==> config.mk <==
export PLATFORM = sky130hd
export DESIGN_NAME = clk_gate_active_ctrl
export DESIGN_NICKNAME = d
export VERILOG_FILES = /design/src/rtl/clk_gate_active_ctrl.sv
export SDC_FILE = /design/constraint.sdc
export NUM_CORES = 1
export LEC_CHECK = 0
export CAP_MARGIN = 20
export CORE_MARGIN = 1.5
export CORE_UTILIZATION = 50
export DETAILED_ROUTE_END_ITERATION = 6
export PLACE_DENSITY_LB_ADDON = 0.2
export REMOVE_ABC_BUFFERS = 1
export SYNTH_ARGS = -nofsm -noshare
export SYNTH_HDL_FRONTEND = slang
export SYNTH_SLANG_ARGS = --single-unit
==> constraint.sdc <==
create_clock -name clk -period 3.03 [get_ports clk]
set_input_delay 0.606 -clock clk [delete_from_list [all_inputs] [get_ports clk]]
set_output_delay 0.606 -clock clk [all_outputs]
set_load 0.03 [all_outputs]
==> src/rtl/clk_gate_active_ctrl.sv <==
// clk_gate_active_ctrl
//
// Activity controller for a downstream gated clock domain. It runs on the free-running
// clock and watches request and busy traffic. It drops the clock-enable level after a
// programmable number of consecutive idle cycles. On new work it raises the enable again,
// but keeps req_ready low until the gated clock is known to be running.
//
// Parameters:
//   CNT_W       width of the idle counter and idle_thresh
//   WAKE_CYCLES cycles from active rising to req_ready rising (1..255)
//   RST_ACTIVE  1: reset into RUN (clock on), 0: reset into OFF (clock gated)
//
// Ports:
//   clk          free-running clock
//   rst_n        synchronous active-low reset
//   req_valid    request for the gated domain, held until accepted
//   req_ready    request accepted when req_valid && req_ready (registered)
//   busy         gated domain still has work in flight
//   force_on     software override, keeps or brings the clock on
//   idle_thresh  consecutive idle cycles before gating, 0 disables auto-gating
//   active       clock-enable level to en_as_clk_gating (registered)
//   gated        status, high while the clock is gated (registered)
//   gate_events  count of RUN->OFF transitions
//
// Optional feature macro: CLK_GATE_STAT_EN. When it is defined, gate_events is a saturating
// 16-bit counter that only reset clears. When it is undefined, gate_events is tied to zero
// and no counter flops exist.

module clk_gate_active_ctrl #(
  parameter int unsigned CNT_W       = 8,
  parameter int unsigned WAKE_CYCLES = 3,
  parameter int unsigned RST_ACTIVE  = 1
) (
  input  logic             clk,
  input  logic             rst_n,
  input  logic             req_valid,
  output logic             req_ready,
  input  logic             busy,
  input  logic             force_on,
  input  logic [CNT_W-1:0] idle_thresh,
  output logic             active,
  output logic             gated,
  output logic [15:0]      gate_events
);

  typedef enum logic [1:0] {StRun, StOff, StWake} state_e;

  localparam state_e           RstState  = (RST_ACTIVE != 0) ? StRun : StOff;
  localparam logic             RstActive = (RST_ACTIVE != 0);
  localparam logic [7:0]       WakeLast  = 8'(WAKE_CYCLES - 1);
  localparam logic [CNT_W-1:0] CntMax    = '1;

  state_e           state_q, state_d;
  logic [CNT_W-1:0] idle_cnt_q, idle_cnt_d;
  logic [7:0]       wake_cnt_q, wake_cnt_d;
  logic             active_q, active_d;
  logic             req_ready_q, req_ready_d;
  logic             gated_q, gated_d;
  logic             gate_evt;

  logic             wake_cond;
  logic             idle_cyc;
  logic [CNT_W:0]   cnt_inc;
  logic             thresh_hit;

  assign wake_cond = req_valid | busy | force_on;
  assign idle_cyc  = ~wake_cond;

  // One extra bit so a saturated counter still compares correctly against any threshold.
  assign cnt_inc    = {1'b0, idle_cnt_q} + {{CNT_W{1'b0}}, 1'b1};
  assign thresh_hit = (idle_thresh != '0) && (cnt_inc >= {1'b0, idle_thresh});

  always_comb begin
    state_d    = state_q;
    idle_cnt_d = idle_cnt_q;
    wake_cnt_d = wake_cnt_q;
    gate_evt   = 1'b0;

    unique case (state_q)
      StRun: begin
        if (!idle_cyc) begin
          idle_cnt_d = '0;
        end else if (thresh_hit) begin
          state_d    = StOff;
          idle_cnt_d = '0;
          gate_evt   = 1'b1;
        end else if (idle_cnt_q != CntMax) begin
          idle_cnt_d = cnt_inc[CNT_W-1:0];
        end
      end
      StOff: begin
        if (wake_cond) begin
          state_d    = StWake;
          wake_cnt_d = '0;
        end
      end
      StWake: begin
        // Never aborted: the wake-up always completes so the gated clock is running.
        if (wake_cnt_q == WakeLast) begin
          state_d    = StRun;
          wake_cnt_d = '0;
        end else begin
          wake_cnt_d = wake_cnt_q + 8'd1;
        end
      end
      default: begin
        state_d    = RstState;
        idle_cnt_d = '0;
        wake_cnt_d = '0;
      end
    endcase
  end

  // Outputs are decoded from the next state and registered.
  always_comb begin
    active_d    = (state_d != StOff);
    req_ready_d = (state_d == StRun);
    gated_d     = (state_d == StOff);
  end

  always_ff @(posedge clk) begin
    if (!rst_n) begin
      state_q     <= RstState;
      idle_cnt_q  <= '0;
      wake_cnt_q  <= '0;
      active_q    <= RstActive;
      req_ready_q <= RstActive;
      gated_q     <= ~RstActive;
    end else begin
      state_q     <= state_d;
      idle_cnt_q  <= idle_cnt_d;
      wake_cnt_q  <= wake_cnt_d;
      active_q    <= active_d;
      req_ready_q <= req_ready_d;
      gated_q     <= gated_d;
    end
  end

  assign active    = active_q;
  assign req_ready = req_ready_q;
  assign gated     = gated_q;

`ifdef CLK_GATE_STAT_EN
  logic [15:0] gate_events_q;

  always_ff @(posedge clk) begin
    if (!rst_n) begin
      gate_events_q <= 16'h0;
    end else if (gate_evt && (gate_events_q != 16'hFFFF)) begin
      gate_events_q <= gate_events_q + 16'd1;
    end
  end

  assign gate_events = gate_events_q;
`else
  logic unused_gate_evt;
  assign unused_gate_evt = gate_evt;
  assign gate_events     = 16'h0;
`endif

endmodule

==> results of run 1 <==
[what timing repair did]
| action | 4_1_cts | 5_1_grt |
|---|---|---|
| endpoints found under the setup margin | 0 | 3 |
| setup buffers | 0 | 0 |
| gates resized for setup | 0 | 2 |
| hold buffers | 0 | 0 |
[power breakdown]
group / internal, µW / total (µW) / switching, µW
Sequential: 276 / 277 / 0.310
Combinational: 23.1 / 67.0 / 43.9
Clock: 49.4 / 138 / 88.9
Total: 349 / 482 / 133
[registers in the layout, indices dropped and copies added, names as in the netlist]
register	flops
gated	1
wake_cnt_q	8
state_q	2
active	1
idle_cnt_q	8
req_ready	1
[layout make-up]
cell class	instances	area (µm²)	share of cell area [%]
repair buffers	18	173	10.4
flip-flops and latches	21	422	25.5
multi-input cells	133	942	56.9
clock buffers	3	22.5	1.36
clock inverters	1	5.00	0.302
inverters	14	52.6	3.17
well taps	31	38.8	2.34
[cells by family (layout without fill, tap and decap cells)]
group,after synthesis,after routing,synth area share (%)
and+or+nand+nor,57,57,20.3
AOI/OAI and AO/OA,33,33,19.2
buffers and inverters,32,36,12.1
DFF,21,21,28.3
adders and majority gates,15,15,12.6
xor gates and xnor gates,12,12,7.08
other,1,16,0.253
[layer usage]
metal  vias to the layer above  track usage (%)  wire [µm]
met1                       564             23.4       1300
li1                        611                -          -
met4                         0             8.97         56
met3                         7             3.63        162
met2                        39             34.6       1380
met5                         -                0          0
[critical path, cell delays in order, from the launching register on]
cell and delay, ns:
dfxtp_1 0.39, ha_2 0.25, nand3_1 0.15, xnor2_1 0.17, ha_1 0.32, a21o_1 0.17
a211o_1 0.31, a41oi_2 0.29, o211ai_4 0.17, or3_4 0.37, o31ai_1 0.22
[per-stage QoR]
step / power, µW / instances / util [%] / setup WS [ns] / setup TNS, ns
2_1_floorplan: 326 / 168 / - / 0.426 / 0
3_3_place_gp: 348 / 217 / 58.4 / 0.101 / 0
3_5_place_dp: 350 / 217 / 58.4 / -0.0587 / -0.135
4_1_cts: 490 / 221 / 59.4 / 0.119 / 0
5_1_grt: 506 / 221 / 59.5 / 0.0138 / 0
6_report: 482 / 221 / 59.5 / 0.146 / 0
[synthesized netlist by cell type (2+ instances only)]
library cell  number
nor2_1            10
buf_4             16
dfxtp_1           21
nor2b_1            3
and2_1             2
or2_1              2
a2bb2oi_1          3
nor4_1             3
xor2_1             6
and4_1             2
a22o_1             3
a21oi_1            4
nand4_1            2
nand3_1            7
xnor2_1            6
ha_1              15
nand2_1           13
nor3_1             5
and3_1             4
clkbuf_1           2
inv_1             14
o21ai_1            4
o31ai_1            3
a21o_1             4
[final timing paths]
check / endpoint / startpoint / cells after the start
worst max register to register: idle_cnt_q[6] / idle_cnt_q[1] / 10
worst max-delay path: idle_cnt_q[6] / idle_cnt_q[1] / 10
worst min register to register: idle_cnt_q[2] / idle_cnt_q[2] / 1
worst min-delay path: idle_cnt_q[2] / idle_cnt_q[2] / 1
==> results.md, run 1 <==
* Clock transition at path regs at 0.12 ns
* Num rows at 19
* Final GP Congestion at 0.807
* Root Buffer: clkbuf_4
* Power Dens Cells at 291 nW/µm²
* Largest area contributor in the synthesized netlist: dfxtp_1
* Post-synth EDFFs at 0
* Yosys reg bits at 21
* Largest net degree at the start of global routing at 13
* Post-Syn Instances at 171
* Slew Limit Fails at 0
* Yosys warnings at 0
* Number of global-route vias before repair at 1,234
* Max Clk Rate at 347 MHz
* Remaining antenna violation count at 0
* WL final at 2900 µm
* Area growth from synthesis to layout at 11.6%
* CTS tree: built
* Global-route usage over all layers at 19.8%
* Syn_area_per_cell at 8.68 µm²
* Hold Crit Class: flip-flop to flip-flop
* Worst Path Max Fanout at 8
* Area of the mapped netlist at 1480 µm²
* Final Hold Vio Count at 0
* Grt total ovfl at 0
* Max Cap Viol at 0
* Commonest non-fill, non-tap cell in the layout: dfxtp_1
* TritonCTS Sinks at 21
* First-pass GRT wire length at 5130 µm
* Core area at 2780 µm²
* Synth area leaders: dfxtp_1, ha_1, buf_4, inv_1, xnor2_1
* Peak supply drop at 0.000218 V
* DRC at 0
* CTS max path bufs at 2
* Synth top area share at 28.3%
* Setup Viol. Count Final at 0
* Flop2flop setup slack at 0.15 ns
* Final Skew at 0.00736 ns
* Data arrival, critical path at 3.11 ns
* Layout cells sized above 1 at 6.84%
* Htree depth at 1
* DP HPWL at 2320 µm
* Via/cell ratio at 5.52
* CP Launch Type: flip-flop
* Top FF cell, synth: dfxtp_1
* TritonCTS buffer count at 3
* Wire length per cell at 13.1 µm
* Share of flip-flops with an asynchronous set or reset at 0%
* Worst setup path class: flip-flop to flip-flop
* Initial antenna violation count at 0
* # diodes at 0
* Worst path required time at 3.26 ns
* 1st-iter DRT viols at 27
* Starting Density at 53.4%
* Lkg Pwr at 0.000751 µW
* Crit path time final at 2.88 ns
* Fillers at 264
* Via count at 1,221
* Setup crit end kind: flip-flop
* IO buf count at 15
* Top-level I/O count at 32
* Width of the die at 57.5 µm
* Final worst path period share at 95.2%
* TritonRoute pass-1 iters at 4
* Die area at 3300 µm²
* Die H at 57.5 µm
* Final instance area at 1660 µm²
* Net count, final at 219
* Status: complete, no violations
* Cell variety after synth at 41
* RSZ-0062 raised after global routing: no
* Clk_lat worst skew at 0.31 ns
* Hold slack at 0.548 ns
* Register area share after synthesis at 28.3%
* Placed cell areas at 1620 µm²
* Most frequent cells in the layout: dfxtp_1, conb_1, clkdlybuf4s50_1, inv_1, ha_1
(Power assumes the default switching activity.)
==> inputs of run 2 (changes only) <==
--- a/config.mk
+++ b/config.mk
@@ -9,6 +9,7 @@
 export CORE_MARGIN = 1.5
 export CORE_UTILIZATION = 50
 export DETAILED_ROUTE_END_ITERATION = 6
+export GPL_ROUTABILITY_DRIVEN = 0
 export PLACE_DENSITY_LB_ADDON = 0.2
 export REMOVE_ABC_BUFFERS = 1
 export SYNTH_ARGS = -nofsm -noshare
==> results of run 2 <==
The final DEF is identical to that of run 1; final timing and power are the same.
==> inputs of run 3 (changes only) <==
--- a/config.mk
+++ b/config.mk
@@ -12,6 +12,7 @@
 export GPL_ROUTABILITY_DRIVEN = 0
 export PLACE_DENSITY_LB_ADDON = 0.2
 export REMOVE_ABC_BUFFERS = 1
+export SLEW_MARGIN = 20
 export SYNTH_ARGS = -nofsm -noshare
 export SYNTH_HDL_FRONTEND = slang
 export SYNTH_SLANG_ARGS = --single-unit
==> results of run 3 <==
The final DEF is identical to that of run 1; final timing and power are the same.
